[config.mk]
export PLATFORM = sky130hd
export DESIGN_NAME = perf_counter_mmio
export DESIGN_NICKNAME = d
export VERILOG_FILES = /design/src/rtl/perf_counter_mmio_pkg.sv /design/src/rtl/perf_counter_mmio_ovf_detect.sv /design/src/rtl/perf_counter_mmio.sv
export SDC_FILE = /design/constraint.sdc
export NUM_CORES = 1
export LEC_CHECK = 0
export CAP_MARGIN = 20
export CORE_ASPECT_RATIO = 0.6
export CORE_UTILIZATION = 59
export DETAILED_ROUTE_END_ITERATION = 12
export PLACE_DENSITY = 0.87
export SYNTH_ARGS = -nofsm -noshare
export SYNTH_HDL_FRONTEND = slang
export SYNTH_SLANG_ARGS = --single-unit
[constraint.sdc]
create_clock -name clk -period 8.3 [get_ports clk]
set_input_delay 0.83 -clock clk [delete_from_list [all_inputs] [get_ports clk]]
set_output_delay 0.83 -clock clk [all_outputs]
set_load 0.005 [all_outputs]
[src/rtl/perf_counter_mmio_pkg.sv]
// Purpose: shared types and address constants for the performance-counter MMIO window.
// Contents: window base/offsets, CTRL register layout, request FSM state encoding.
// Imported by perf_counter_mmio and perf_ovf_detect.
package perf_counter_mmio_pkg;

  // Default window base; the window spans PERF_BASE .. PERF_BASE + PERF_WIN_LAST.
  localparam logic [15:0] PERF_BASE     = 16'hFF00;
  localparam logic [15:0] PERF_CTRL_OFF = 16'h10;
  localparam logic [15:0] PERF_STAT_OFF = 16'h12;
  localparam logic [15:0] PERF_WIN_LAST = 16'h13;

  // CTRL register bits [2:0]; declared MSB first so freeze lands on bit 0.
  typedef struct packed {
    logic clr_all;
    logic snap;
    logic freeze;
  } perf_ctrl_t;

  typedef enum logic {
    PERF_IDLE = 1'b0,
    PERF_RESP = 1'b1
  } perf_state_t;

endpackage

[src/rtl/perf_counter_mmio_ovf_detect.sv]
// Purpose: per-counter wrap detector with a sticky, write-1-to-clear overflow flag.
// Ports: clk/reset; count (live counter value); cnt_reset (clear pulse sent to that counter);
//        w1c (software clear strobe); sticky (overflow flag, registered).
module perf_ovf_detect
  import perf_counter_mmio_pkg::*;
(
  input  logic        clk,
  input  logic        reset,
  input  logic [15:0] count,
  input  logic        cnt_reset,
  input  logic        w1c,
  output logic        sticky
);

  logic [15:0] prev_q;
  logic        mask_q;
  logic        sticky_q;
  logic        wrap;

  // A counter that was just cleared also goes from FFFF to 0, so the cycle
  // following its clear pulse is not allowed to look like a wrap.
  assign wrap = (prev_q == 16'hFFFF) && (count == 16'h0000) && !mask_q;

  always_ff @(posedge clk) begin
    if (reset) begin
      prev_q   <= '0;
      mask_q   <= 1'b0;
      sticky_q <= 1'b0;
    end else begin
      prev_q   <= count;
      mask_q   <= cnt_reset;
      // A new wrap takes priority over a simultaneous software clear.
      sticky_q <= wrap | (sticky_q & ~w1c);
    end
  end

  assign sticky = sticky_q;

endmodule

[src/rtl/perf_counter_mmio.sv]
// Purpose: memory-mapped window exposing NUM_CNT 16-bit counters, CTRL and STATUS to the MEM stage.
// Ports: clk/reset; count_in (packed counts); mem_* request/response port (1-cycle latency,
//        request held until mem_resp); cnt_reset (per-counter clear, also asserted during reset).
module perf_counter_mmio
  import perf_counter_mmio_pkg::*;
#(
  parameter int          NUM_CNT = 8,
  parameter logic [15:0] BASE    = PERF_BASE
) (
  input  logic                   clk,
  input  logic                   reset,
  input  logic [NUM_CNT*16-1:0]  count_in,
  input  logic [15:0]            mem_address,
  input  logic                   mem_read,
  input  logic                   mem_write,
  input  logic [15:0]            mem_wdata,
  input  logic [1:0]             mem_byte_enable,
  output logic                   mem_resp,
  output logic [15:0]            mem_rdata,
  output logic [NUM_CNT-1:0]     cnt_reset
);

  perf_state_t        state_q, state_d;
  logic [15:0]        req_off;
  logic               sel;

  // Request captured in IDLE, consumed in RESP.
  logic [15:0]        off_q;
  logic [7:0]         wdata_q;
  logic               be0_q;
  logic               wr_q;

  logic               in_resp;
  logic               commit;
  logic               hit_cnt, hit_ctrl, hit_stat;
  logic [2:0]         cnt_idx;
  logic [NUM_CNT-1:0] cnt_sel_oh;
  logic               cnt_we, ctrl_we, stat_we;
  perf_ctrl_t         ctrl_wr;

  logic [NUM_CNT-1:0] pulse_d, pulse_q;
  logic               freeze_q;
  logic [15:0]        snap_q [NUM_CNT];
  logic [NUM_CNT-1:0] status;
  logic [15:0]        rdata;

  // Address bit 0 never selects anything; bits not needed by any register are dropped here.
  logic               unused_bits;
  assign unused_bits = ^{mem_address[0], mem_wdata[15:8], mem_byte_enable[1]};

  // Offset from the window base; the unsigned compare also rejects addresses below BASE.
  assign req_off = {mem_address[15:1], 1'b0} - BASE;
  assign sel     = (mem_read | mem_write) & (req_off <= PERF_WIN_LAST);

  always_comb begin
    state_d = state_q;
    case (state_q)
      PERF_IDLE: if (sel) state_d = PERF_RESP;
      PERF_RESP: state_d = PERF_IDLE;
      default:   state_d = PERF_IDLE;
    endcase
  end

  always_ff @(posedge clk) begin
    if (reset) begin
      state_q <= PERF_IDLE;
      off_q   <= '0;
      wdata_q <= '0;
      be0_q   <= 1'b0;
      wr_q    <= 1'b0;
    end else begin
      state_q <= state_d;
      if (state_q == PERF_IDLE && sel) begin
        off_q   <= req_off;
        wdata_q <= mem_wdata[7:0];
        be0_q   <= mem_byte_enable[0];
        // Read+write together is handled as a write.
        wr_q    <= mem_write;
      end
    end
  end

  // Register decode on the captured offset.
  assign in_resp  = (state_q == PERF_RESP);
  assign commit   = in_resp & wr_q;
  assign cnt_idx  = off_q[3:1];
  assign hit_cnt  = (off_q < PERF_CTRL_OFF) && ({29'd0, cnt_idx} < NUM_CNT);
  assign hit_ctrl = (off_q == PERF_CTRL_OFF);
  assign hit_stat = (off_q == PERF_STAT_OFF);
  assign ctrl_wr  = perf_ctrl_t'(wdata_q[2:0]);

  assign cnt_we   = commit & hit_cnt;
  assign ctrl_we  = commit & hit_ctrl & be0_q;
  assign stat_we  = commit & hit_stat & be0_q;

  assign cnt_sel_oh = NUM_CNT'(1) << cnt_idx;
  assign pulse_d    = ({NUM_CNT{cnt_we}} & cnt_sel_oh)
                    | {NUM_CNT{ctrl_we & ctrl_wr.clr_all}};

  // Write side effects take effect on the edge that closes RESP; a reset on
  // that edge wins, so a pending write is simply dropped.
  always_ff @(posedge clk) begin
    if (reset) begin
      pulse_q  <= '0;
      freeze_q <= 1'b0;
      for (int i = 0; i < NUM_CNT; i++) snap_q[i] <= '0;
    end else begin
      pulse_q <= pulse_d;
      if (ctrl_we) freeze_q <= ctrl_wr.freeze;
      if (ctrl_we && ctrl_wr.snap) begin
        for (int i = 0; i < NUM_CNT; i++) snap_q[i] <= count_in[16*i +: 16];
      end
    end
  end

  assign cnt_reset = pulse_q | {NUM_CNT{reset}};

  for (genvar g = 0; g < NUM_CNT; g++) begin : g_ovf
    perf_ovf_detect u_ovf (
      .clk       (clk),
      .reset     (reset),
      .count     (count_in[16*g +: 16]),
      .cnt_reset (cnt_reset[g]),
      .w1c       (stat_we & wdata_q[g]),
      .sticky    (status[g])
    );
  end

  // Read data exists only during RESP of a pure read; everything else reads 0.
  always_comb begin
    rdata = '0;
    if (in_resp && !wr_q) begin
      for (int i = 0; i < NUM_CNT; i++) begin
        if (hit_cnt && int'(cnt_idx) == i) begin
          rdata = freeze_q ? snap_q[i] : count_in[16*i +: 16];
        end
      end
      if (hit_ctrl) rdata[0] = freeze_q;
      if (hit_stat) rdata[NUM_CNT-1:0] = status;
    end
  end

  // Reset overrides an in-flight response so the requester never sees a
  // completion for an access that was dropped.
  assign mem_resp  = in_resp & ~reset;
  assign mem_rdata = reset ? 16'h0000 : rdata;

endmodule

-- Word level (Yosys, flattened, before mapping)
Memories as Yosys holds them, arrays and structs flattened.
Index checks and enable logic that the tools add are counted.
- add/sub/neg operators: 1
- equal/unequal tests: 17
- shift operators: 1
- magnitude comparators: 2
- reductions and logical operators: 45
- bitwise gates (word level): 55
- muxes and demuxes: 35
- operators by type and width (operator ; count):
    2-to-1 mux 16 bit ; 26
    == test 16 bit (second input constant) ; 8
    zero test 16 bit ; 8
    == test 16 x 5 -> 1 bit (second input constant) ; 2
    logical AND 1 bit ; 27
    AND 1 bit ; 25
    bitwise OR 1 bit ; 17
    less-or-equal comparator 16 x 5 -> 1 bit (second input constant) ; 1
    < comparator 16 x 5 -> 1 bit (second input constant) ; 1
    bitwise OR 8 bit ; 2
    subtractor 16 bit (second input constant) ; 1
    == test 3 bit (second input constant) ; 4
    NOT 1 bit ; 10
    zero test 1 bit ; 9
    AND 8 bit ; 1
    2-to-1 mux 8 bit ; 1
    << shifter 1 x 3 -> 8 bit (first input constant) ; 1
    2-to-1 mux 1 bit ; 7
    == test 3 x 2 -> 1 bit (second input constant) ; 2
    == test 3 x 1 -> 1 bit (second input constant) ; 1
    zero test 3 bit ; 1
    one-hot mux 1 bit (2 select lines) ; 1
- output and inout port bits: 25
- bits in writable memories: 128
- input port bits: 166
- memories kept: 1
- bits in registers: 180
- memory list (memory ; depth ; bits a word ; read ports ; clocked after memory_dff ; write ports ; line ; source):
    snap_q ; 8 ; 16 ; 8 ; 0 ; 8 ; perf_counter_mmio.sv:43 ; logic [15:0] snap_q [NUM_CNT];

-- Depth between registers and ports, before layout
- depth in word-level cells: 14
- mapped depth: 9
- depth with buffers taken out: 6

-- Cells and area by module
A second synthesis with hierarchy kept.
- cells, all modules: 1161
- area total of the unflattened synthesis: 13365.3 um^2
- modules (own cells, without submodules) (module ; instances ; cells an instance ; area an instance (um^2)):
    perf_counter_mmio ; 1 ; 761 ; 8740.9
    perf_ovf_detect ; 8 ; 50 ; 578.1

-- Worst setup path before layout
Ideal clock, no wire load.
- path type: reg-to-reg
- start: register off_q[6]
- end: memory snap_q[0][0], enable pin
- cell stages (with the launch flop): 6
- clock period less this slack: 4.590 ns
- setup time: 0.486 ns
- arrival time: 4.104 ns
- path slack: 3.710 ns
- data required time: 7.814 ns
- cell sequence: dfxtp_1 > nor4_2 > nand3_1 > buf_2 > nor2_1 > a21o_1
- RTL lines (element ; line ; source):
    from (decl) ; perf_counter_mmio.sv:28 ; logic [15:0] off_q;
    from (signal assigned) ; perf_counter_mmio.sv:74 ; off_q <= req_off;
    to (decl) ; perf_counter_mmio.sv:43 ;

-- Worst setup path in the final report
- start: register off_q[2]
- end: output port mem_rdata[4]
- longest elaborated chain between the ends: 13
- elaborated cells between the ends (all ways): 29
- classes of those cells: order compare (1); eq/ne (8); mux (11); reduce/logical (9)
- RTL lines (element ; line ; source):
    < comparator 16 x 5 -> 1 bit / zero test 3 bit (equally long branches) ; perf_counter_mmio.sv:87, perf_counter_mmio.sv:134 ;
    logical AND 1 bit ; perf_counter_mmio.sv:134 ; if (hit_cnt && int'(cnt_idx) == i) begin
    2-to-1 mux 16 bit (8 in a row) ; perf_counter_mmio.sv:134 ;
    2-to-1 mux 8 bit (*) ; perf_counter_mmio.sv:139 ; if (hit_stat) rdata[NUM_CNT-1:0] = status;
    2-to-1 mux 16 bit (*) ; perf_counter_mmio.sv:132 ; if (in_resp && !wr_q) begin
    2-to-1 mux 16 bit (*) ; perf_counter_mmio.sv:146 ; assign mem_rdata = reset ? 16'h0000 : rdata;
    to (decl) ; perf_counter_mmio.sv:19 ; output logic [15:0] mem_rdata,
Every way passes the cells marked *; elsewhere a longest branch is shown, timed or not.

==> flow_metrics.py <==
metrics = {
    "outcome": {
        "run_status": "completed",
    },
    "routing": {
        "routed_wl_um": 35800,
        "via_count": 9910,
        "drtPass1Iterations": 6,
        "wl_per_cell_um": 22.1,
        "initialDrtViolationCount": 1119,
        "avgViaCountPerCell": 6.11,
        "postRouteAntennaNets": 0,
        "drc": 0,
    },
    "critical_path": {
        "cp-end-kind": "primary output",
        "worstSetupPathType": "reg2out",
        "worstPathCellList": "nand4bb_1 -> o21ai_0 -> o21a_1 -> o21ai_0 -> a211oi_1 -> clkdlybuf4s50_1",
        "slowest_stage": "dfxtp_1",
        "cp.required_ns": 7.47,
        "cp_slowest_stage_delay_ns": 0.98,
        "path_max_fanout": 28,
        "path_common_cell": "o21ai_0",
        "worstSetupStartpointType": "register",
        "arrival_ns": 4.41,
    },
    "pwr": {
        "combPwrFrac_pct": 6.6,
        "finalPower_mw": 3.21,
        "seq_power_share_pct": 51.1,
        "switching_share_pct": 21.4,
        "p_sw_mw": 0.689,
        "power.density_nw_per_um2": 200,
        "intPower_mw": 2.53,
        "p_leak_nw": 5.44,
        "peakVddDrop_mv": 0.149,
        "clkPwrFrac_pct": 42.2,
    },
    "grt": {
        "grt-ovfl-total": 0,
        "grt_max_degree": 97,
        "antenna_found_initial": 1,
        "grt_pass1_wl_um": 54100,
        "grt_use_total_pct": 30.6,
        "grt_pass1_vias": 9463,
    },
    "sta": {
        "fin_crit_sh_pct": 63.1,
        "period_minus_slack_ns": 5.24,
        "setup_viol": 0,
        "slew_viol_final": 0,
        "rsz0062_at_grt": "no",
        "max_freq_mhz": 191,
        "setup_tns_ns": 0,
        "relSlewSlack_pct": 24.6,
        "clock_skew_ns": 0.0152,
        "finalHoldViolCount": 0,
        "worstMarginPinSlew_ns": 1.13,
    },
    "clock_network": {
        "cts_buffers": 27,
        "cts_buffer_depth": 3,
        "clock_latency_ns": 0.54,
        "cts_tree": "done",
        "clkTransAtPathRegs_ns": 0.06,
        "cts.sinks": 307,
        "cts_hold_buffers": 0,
        "clk_root_buffer_cell": "clkbuf_16",
        "cts.htree.levels": 1,
        "post_cts.repair.setup_buffers": 0,
        "cts-resized-gates": 0,
    },
    "placement": {
        "gp_congestion": 0.961,
        "portBuffers": 180,
        "dp_hpwl_um": 25300,
    },
    "layout": {
        "drive_gt1_share_pct": 6.97,
        "nets": 1482,
        "area_growth_pct": 21.1,
        "final_common_cell": "clkdlybuf4s50_1",
        "fin_util_pct": 72.8,
        "final_cell_mix": "179 x clkdlybuf4s50_1, 178 x dfxtp_1, 142 x nor2b_1",
    },
    "logic_synthesis": {
        "synth_area_um2": 13200,
        "synth_edf_count": 128,
        "ys.flop_type": "dfxtp_1",
        "ys_ff_latch": 307,
        "syn-num-nets": 1347,
        "synth.distinct_cells": 62,
        "synthArstFlopShare_pct": 0,
        "synth_cells": 1180,
        "seq_area_frac_synth_pct": 56.1,
        "syn_area_per_cell_um2": 11.2,
        "ys.warnings.count": 0,
    },
    "floorplanning": {
        "num_io_pins": 191,
        "die_h_um": 118,
        "rows": 42,
        "coreArea_um2": 22000,
        "die_w_um": 195,
        "initial_core_util_pct": 60.1,
        "dieArea_um2": 23100,
    },
    "run": {
        "cap_violations": 0,
    },
    "min_path": {
        "hold_class": "reg2reg",
    },
}
[per-stage QoR]
stage	setup slack [ns]	area, µm²	hold slack [ns]	std cells
2_1_floorplan	3.71	13200	0.429	1180
3_3_place_gp	3.95	15100	0.446	1572
3_5_place_dp	3.85	15100	0.453	1572
4_1_cts	3.29	16000	0.471	1621
5_1_grt	2.98	16000	0.499	1621
6_report	3.06	16000	0.468	1623
[sequential cells by signal (all words and copies together) (netlist names)]
| register | count |
|---|---|
| be0_q | 1 |
| freeze_q | 1 |
| g_ovf.u_ovf.mask_q | 8 |
| g_ovf.u_ovf.prev_q | 128 |
| g_ovf.u_ovf.sticky | 8 |
| in_resp | 1 |
| off_q | 15 |
| pulse_q | 8 |
| snap_q | 128 |
| wdata_q | 8 |
| wr_q | 1 |
[cell families after synthesis]
family | Yosys count | synth area share, %
mux | 140 | 10.8
fa+ha+maj | 1 | 0.0945
buf+inv | 95 | 3.52
flops | 307 | 56.1
compound gates | 166 | 7.94
simple gates | 471 | 21.5
[cell usage after synthesis, types with 11 or more instances]
library cell  number  area (µm²)
nand4_1           38         238
mux2i_1          126        1260
or4_1             16         120
o22ai_1           26         163
nor3_1            12        60.1
edfxtp_1         128        3840
mux2_2            13         146
nand2b_1          12        75.1
a21oi_1           29         145
buf_2             26         130
nor2_1            50         188
nor2b_1          142         888
clkbuf_1          38         143
nand3_1           11        55.1
nor4_1            27         169
inv_1             12        45.0
and2_1           106         663
o21ai_0           49         245
dfxtp_1          179        3580
nand2_1           23        86.3
buf_4             12        90.1
[power groups by stage]
stage / clock network, mW / logic, mW / registers (mW)
finish: 1.36 / 0.213 / 1.64
global route: 1.42 / 0.227 / 1.65
CTS: 1.36 / 0.211 / 1.64
detailed placement: 0 / 0.209 / 1.68
global placement: 0 / 0.205 / 1.67
floorplan: 0 / 0.0773 / 1.67
[critical path: cells and delay by family, from the launching register on]
kind,cells,cell delay [ns]
buffers and inverters,1,0.60
flip-flops,1,0.98
AO/OA/AOI/OAI,4,1.44
AND/OR/NAND/NOR,1,0.84
[layout make-up]
class	instances	area, µm²
repair buffers	189	1870
diodes	2	5.00
multi-input cells	778	5370
clock buffers	33	739
well taps	286	358
flip-flops and latches	307	7430
inverters	12	45.0
clock inverters	16	220
fillers	1507	5990
[per-layer routing]
| metal | GRT usage, % | part of all wire [%] |
|---|---|---|
| met5 | 0 | 0 |
| met4 | 6.05 | 1.7 |
| met3 | 9.51 | 12 |
| met2 | 44.4 | 43 |
| met1 | 45.0 | 44 |
[final timing paths]
path / start / endpoint / slack [ns] / cells past startpoint
hold / removal: off_q[11]$_SDFFE_PP0P_ / off_q[11]$_SDFFE_PP0P_ / 0.47 / 1
setup / recovery: off_q[2]$_SDFFE_PP0P_ / mem_rdata[4] / 3.06 / 6
setup reg to reg: off_q[15]$_SDFFE_PP0P_ / snap_q[0][60]$_SDFFCE_PN0P_ / 3.82 / 5
hold reg to reg: off_q[11]$_SDFFE_PP0P_ / off_q[11]$_SDFFE_PP0P_ / 0.47 / 1
No activity file was read; power rests on OpenSTA's default activity.
